**config.mk**
```make
export PLATFORM = sky130hd
export DESIGN_NAME = image_burster
export DESIGN_NICKNAME = d
export VERILOG_FILES = /design/src/rtl/image_burster.sv
export SDC_FILE = /design/constraint.sdc
export NUM_CORES = 2
export LEC_CHECK = 0
export CORE_UTILIZATION = 55
export CTS_CLUSTER_DIAMETER = 40
export DETAILED_ROUTE_END_ITERATION = 7
export PLACE_DENSITY = 0.7
export SLEW_MARGIN = 10
export SYNTH_ARGS = -nofsm -noshare
export SYNTH_HDL_FRONTEND = slang
export SYNTH_SLANG_ARGS = --single-unit
```
**constraint.sdc**
```tcl
create_clock -name clk -period 4.6 [get_ports clk]
set_input_delay 0.92 -clock clk [delete_from_list [all_inputs] [get_ports clk]]
set_output_delay 0.92 -clock clk [all_outputs]
set_load 0.1 [all_outputs]
```
**src/rtl/image_burster.sv**
```systemverilog
// -----------------------------------------------------------------------------
// image_burster
//
// Collects a stream of single samples into two ping-pong image banks and,
// once a bank holds a complete image, replays it as one contiguous burst of
// THROUGHPUT-wide beats. The source may then refill the bank it just freed.
//
// Parameters
//   NO_CH          bits per sample (I/Q sign bits)
//   LOG2_IMG_SIZE  log2 of samples per image
//   THROUGHPUT     samples per output beat (power of 2, <= image size / 4)
//   GAP_CYC        minimum idle cycles between output bursts (0..15)
//
// Ports
//   clk       sole clock, rising edge
//   rst       asynchronous, active-low reset
//   in_vld    input sample valid
//   in_rdy    block can accept a sample this cycle (register decode only)
//   in_data   one sample
//   vld_out   beat valid (registered)
//   data_out  beat lanes [THROUGHPUT-1:0]; lane j of beat k = sample k*T+j
//   fill_lvl  number of banks holding a complete, unread image (0..2)
// -----------------------------------------------------------------------------
module image_burster #(
  parameter int NO_CH         = 2,
  parameter int LOG2_IMG_SIZE = 10,
  parameter int THROUGHPUT    = 1,
  parameter int GAP_CYC       = 2
) (
  input  logic             clk,
  input  logic             rst,
  input  logic             in_vld,
  output logic             in_rdy,
  input  logic [NO_CH-1:0] in_data,
  output logic             vld_out,
  output logic [NO_CH-1:0] data_out [THROUGHPUT-1:0],
  output logic [1:0]       fill_lvl
);

  localparam int AW       = LOG2_IMG_SIZE;
  localparam int IMG_SIZE = 2 ** AW;
  localparam int NBEATS   = IMG_SIZE / THROUGHPUT;
  localparam int BW       = $clog2(NBEATS);
  localparam int SH       = $clog2(THROUGHPUT);

  localparam logic [BW-1:0] BEAT_LAST = BW'(NBEATS - 1);
  localparam logic [3:0]    GAP_LAST  = 4'(GAP_CYC - 1);

  typedef enum logic [1:0] {
    IDLE,
    BURST,
    GAP
  } state_t;

  // ---------------------------------------------------------------------------
  // State
  // ---------------------------------------------------------------------------
  logic [NO_CH-1:0] mem_q [2][IMG_SIZE];

  logic [1:0]       full_q, full_d;
  logic             wr_bank_q, wr_bank_d;
  logic [AW-1:0]    wr_cnt_q, wr_cnt_d;

  state_t           state_q, state_d;
  logic             rd_bank_q, rd_bank_d;
  logic [BW-1:0]    beat_q, beat_d;
  logic [3:0]       gap_q, gap_d;

  logic             vld_out_q;
  logic [NO_CH-1:0] data_out_q [THROUGHPUT-1:0];

  logic             xfer;
  logic             last_wr;
  logic             emit;
  logic             release_rd;
  logic [AW-1:0]    rd_base;

  // ---------------------------------------------------------------------------
  // Write side
  // ---------------------------------------------------------------------------
  assign in_rdy  = ~full_q[wr_bank_q];
  assign xfer    = in_vld & in_rdy;
  assign last_wr = xfer && (wr_cnt_q == '1);

  // NOTE: image storage is deliberately left out of reset; a bank is only ever
  // read after it has been completely rewritten, so its power-up contents
  // never reach the outputs and the array can map onto plain RAM.
  always_ff @(posedge clk) begin
    if (xfer) begin
      mem_q[wr_bank_q][wr_cnt_q] <= in_data;
    end
  end

  // ---------------------------------------------------------------------------
  // Read FSM and bank bookkeeping
  // ---------------------------------------------------------------------------
  // NOTE: every signal assigned here gets a default first, so no path through
  // the case statement leaves a value unassigned and no latch is inferred.
  always_comb begin
    state_d    = state_q;
    rd_bank_d  = rd_bank_q;
    beat_d     = beat_q;
    gap_d      = gap_q;
    emit       = 1'b0;
    release_rd = 1'b0;

    unique case (state_q)
      IDLE: begin
        beat_d = '0;
        if (full_q[rd_bank_q]) begin
          state_d = BURST;
        end
      end

      BURST: begin
        emit = 1'b1;
        if (beat_q == BEAT_LAST) begin
          beat_d     = '0;
          release_rd = 1'b1;
          rd_bank_d  = ~rd_bank_q;
          if (GAP_CYC == 0) begin
            // No gap required: chain straight into the other bank if it is
            // already complete, so back-to-back images stay bubble-free.
            state_d = full_q[~rd_bank_q] ? BURST : IDLE;
          end else begin
            state_d = GAP;
            gap_d   = '0;
          end
        end else begin
          beat_d = beat_q + 1'b1;
        end
      end

      GAP: begin
        if (gap_q == GAP_LAST) begin
          gap_d = '0;
          // rd_bank_q already points at the next bank; skipping IDLE here
          // keeps the spacing at exactly GAP_CYC idle cycles.
          state_d = full_q[rd_bank_q] ? BURST : IDLE;
        end else begin
          gap_d = gap_q + 1'b1;
        end
      end

      default: state_d = IDLE;
    endcase
  end

  // The banks being freed and filled on one edge are always different: the
  // read bank is full while the write bank is not.
  always_comb begin
    full_d    = full_q;
    wr_bank_d = wr_bank_q;
    wr_cnt_d  = wr_cnt_q;
    if (xfer) begin
      wr_cnt_d = wr_cnt_q + 1'b1;
    end
    if (release_rd) begin
      full_d[rd_bank_q] = 1'b0;
    end
    if (last_wr) begin
      full_d[wr_bank_q] = 1'b1;
      wr_bank_d         = ~wr_bank_q;
    end
  end

  assign rd_base = AW'(beat_q) << SH;

  // NOTE: sequential state uses non-blocking assignments so every register
  // samples the pre-edge values regardless of statement order.
  always_ff @(posedge clk or negedge rst) begin
    if (!rst) begin
      state_q   <= IDLE;
      rd_bank_q <= 1'b0;
      beat_q    <= '0;
      gap_q     <= '0;
      full_q    <= '0;
      wr_bank_q <= 1'b0;
      wr_cnt_q  <= '0;
      vld_out_q <= 1'b0;
      for (int j = 0; j < THROUGHPUT; j++) begin
        data_out_q[j] <= '0;
      end
    end else begin
      state_q   <= state_d;
      rd_bank_q <= rd_bank_d;
      beat_q    <= beat_d;
      gap_q     <= gap_d;
      full_q    <= full_d;
      wr_bank_q <= wr_bank_d;
      wr_cnt_q  <= wr_cnt_d;
      vld_out_q <= emit;
      // data_out holds its last beat whenever no beat is emitted.
      if (emit) begin
        for (int j = 0; j < THROUGHPUT; j++) begin
          data_out_q[j] <= mem_q[rd_bank_q][rd_base + AW'(j)];
        end
      end
    end
  end

  assign vld_out  = vld_out_q;
  assign data_out = data_out_q;
  assign fill_lvl = 2'(full_q[0]) + 2'(full_q[1]);

endmodule

```
==> out/metrics.cfg <==
[drt]
viasPerCell=6.78
drc=0
vias=98659
drt_iter0_drc=14917
antenna_left=0
drt_first_pass_iters=7
avgRoutedWirePerCell_um=34.4
drt-total-wl_um=501000

[cts]
root_buffer=clkbuf_16
clock_sinks=4129
cts_hold_buffers=0
numCtsBuffers=485
h-tree-depth=5
cts_resized=0
clockBufferDepth=4
clk_latency_ps=1000
post-cts-setup-buffers=0
cts_tree=built
clkTransAtPathRegs_ps=60

[synth]
synth_nets=9830
syn_area_per_cell_um2=17.3
syn_inst=9817
synth_edf_count=4096
yosysSeqAreaShare=0.729
synthesis.area_mm2=0.170
synth_warnings=0
async_flop_share=0.00799
synth_flop_cell=edfxtp_1
ys_ff_latch=4129
ys_types=94

[finish]
final_util=0.629
nFillCells=20848
drive_gt1_frac=0.209
area_growth_pct=13.6
final_common_cell=edfxtp_1
layout_common_cells=edfxtp_1 (4096), nor2_1 (2122), mux4_2 (757), mux2i_1 (518), clkbuf_16 (485)
finalNonFillerCells=14549
final_area_mm2=0.193
fin_nets=10011

[setup_path]
path_buf_inv=3
required_ps=5460
timing.rr.end=data_out[0]
worstSetupEndpointType=register
r2r_cells=11
startpoint_type=register
path_common_cell=buf_12
arrival_ps=5360
r2r-start=beat_q[0]
slowest_delay_ps=900
crit_family=compound AO/OA/AOI/OAI gates
reg2reg_slack_ps=110
path_max_fanout=35
cp.depth=11
crit_start=beat_q[0]
crit_path_top_delay_cell=dfrtp_4
path_class=reg -> reg
path_cells=buf_12 > buf_12 > buf_12 > mux4_2 > a221oi_1 > o21ai_0 > nor4_1 > nor3_1 > a31oi_1 > o2111a_1 > a2111oi_2

[global_route]
grt_max_degree=274
grt_remaining_overflow=0
antenna_found_initial=25
grt_pass1_wl_um=709000
grt.total_usage=0.322
grt_pass1_vias=97499

[hold_path]
min_path_type=in -> async

[sta]
fin_crit_ps=4490
finalCritPeriodShare=0.977
setup_violations=0
fin_ws_ps=106
max_freq_mhz=222
rsz0062_at_grt=false
tightestPinTransition_ps=1510
max_slew_margin=-0.00456
worst_clock_skew_ps=70.2
hold_viol_final=0
drv_slew=17

[flow_run]
maxCapViolCount=0

[run_status]
violations=slew limit
status=finished with violations

[floorplan]
start_util=0.554
row_count=203
pin_count=11
fp.dieW_um=558
core_mm2=0.306
dieHeight_um=558
die_area_mm2=0.311

[place]
dp_hpwl_um=297000
dp_cells=13611
place_congestion=0.898
preCtsSetupSlack_ps=293
post_dp_cell_area_mm2=0.176
io_buffers=10

[pwr]
irDropWorstVdd_v=0.000377
p_leak_uw=0.0575
power_density_mw_per_mm2=425

[layout make-up]
cell class,count,area [µm²],area share
Antenna cell,25,62.6,0.000324
Sequential cell,4129,124000,0.642
Clock buffer,558,12500,0.0646
Multi-Input combinational cell,4861,41500,0.215
Timing Repair Buffer,506,5260,0.0273
Inverter,15,71.3,0.000370
Clock inverter,355,4520,0.0235
Tap cell,4100,5130,0.0266
[routing by layer]
metal,GRT usage,vias to the layer above,routed length [µm]
met5,0,-,149
met4,0.169,16,30100
met3,0.0755,1316,65300
met2,0.491,7248,230000
met1,0.437,51050,175000
li1,-,39029,-
[Yosys cell counts (11+ instances only)]
library cell | n | area share
nand2b_1 | 15 | 0.00055
a221o_1 | 25 | 0.0015
nor2b_1 | 17 | 0.00063
clkbuf_1 | 453 | 0.010
dfrtp_1 | 33 | 0.0049
o21ai_0 | 88 | 0.0026
mux2_2 | 25 | 0.0017
buf_6 | 55 | 0.0036
clkbuf_8 | 31 | 0.0025
a31oi_1 | 29 | 0.0011
o221ai_1 | 79 | 0.0041
a22o_1 | 12 | 0.00062
nand3_1 | 79 | 0.0023
nor2_1 | 2131 | 0.047
o22ai_1 | 81 | 0.0030
o211ai_1 | 11 | 0.00049
mux4_2 | 757 | 0.10
a211oi_1 | 27 | 0.0012
nor3_1 | 60 | 0.0018
and3_1 | 13 | 0.00048
nor4_1 | 30 | 0.0011
and2_1 | 12 | 0.00044
a221oi_1 | 67 | 0.0035
buf_4 | 48 | 0.0021
buf_8 | 40 | 0.0035
a21oi_1 | 159 | 0.0047
buf_2 | 98 | 0.0029
o31ai_1 | 25 | 0.0011
nand2_1 | 265 | 0.0059
buf_12 | 21 | 0.0025
buf_1 | 59 | 0.0013
mux4_1 | 77 | 0.012
a22oi_1 | 108 | 0.0048
edfxtp_1 | 4096 | 0.72
mux2i_1 | 518 | 0.031
[worst register-to-register path: stages (launching register included)]
cell,delay (ps)
dfrtp_4,900
buf_12,350
buf_12,310
buf_12,290
mux4_2,380
a221oi_1,320
o21ai_0,230
nor4_1,700
nor3_1,220
a31oi_1,270
o2111a_1,330
a2111oi_2,80
[stage by stage]
step	setup TNS, ps	hold WS [ps]	total power [µW]
floorplan	0	446	42100
global placement	-458	465	42700
detailed placement	0	489	42800
CTS	0	47.5	82100
global route	0	113	83600
finish	0	84.8	82000
[state kept, by name (all words and copies together), names as in the netlist]
signal and flops:
data_out 2, beat_q 10, gap_q 4, wr_cnt_q 10, vld_out 1, rd_bank_q 1, state_q 2, full_q 2
wr_bank_q 1, mem_q 4096
[report_power, final]
| part | switching, µW | internal [µW] | total (µW) | leakage (µW) |
|---|---|---|---|---|
| clock network | 16300 | 23700 | 40000 | 0.00810 |
| logic | 563 | 55.9 | 619 | 0.0122 |
| registers | 0 | 41400 | 41400 | 0.0372 |
| total | 16900 | 65100 | 82000 | 0.0575 |
[cells by family after synthesis]
logic type | Yosys count | share of synthesized area
AO/OA/AOI/OAI | 801 | 0.0335
XOR/XNOR | 11 | 0.000568
adder cells (fa/ha/maj) | 8 | 0.000590
buffers and inverters | 827 | 0.0291
flip-flops | 4129 | 0.729
multiplexers | 1378 | 0.145
AND/OR/NAND/NOR | 2663 | 0.0621
[how the worst max path moves through the flow]
stage                           to  slack (ps)
finish                 data_out[0]         110
global route           data_out[0]          60
CTS                    data_out[0]         240
detailed placement     data_out[0]         290
global placement       data_out[0]        -460
floorplan           mem_q[0][1590]         430
(Power assumes the default switching activity.)
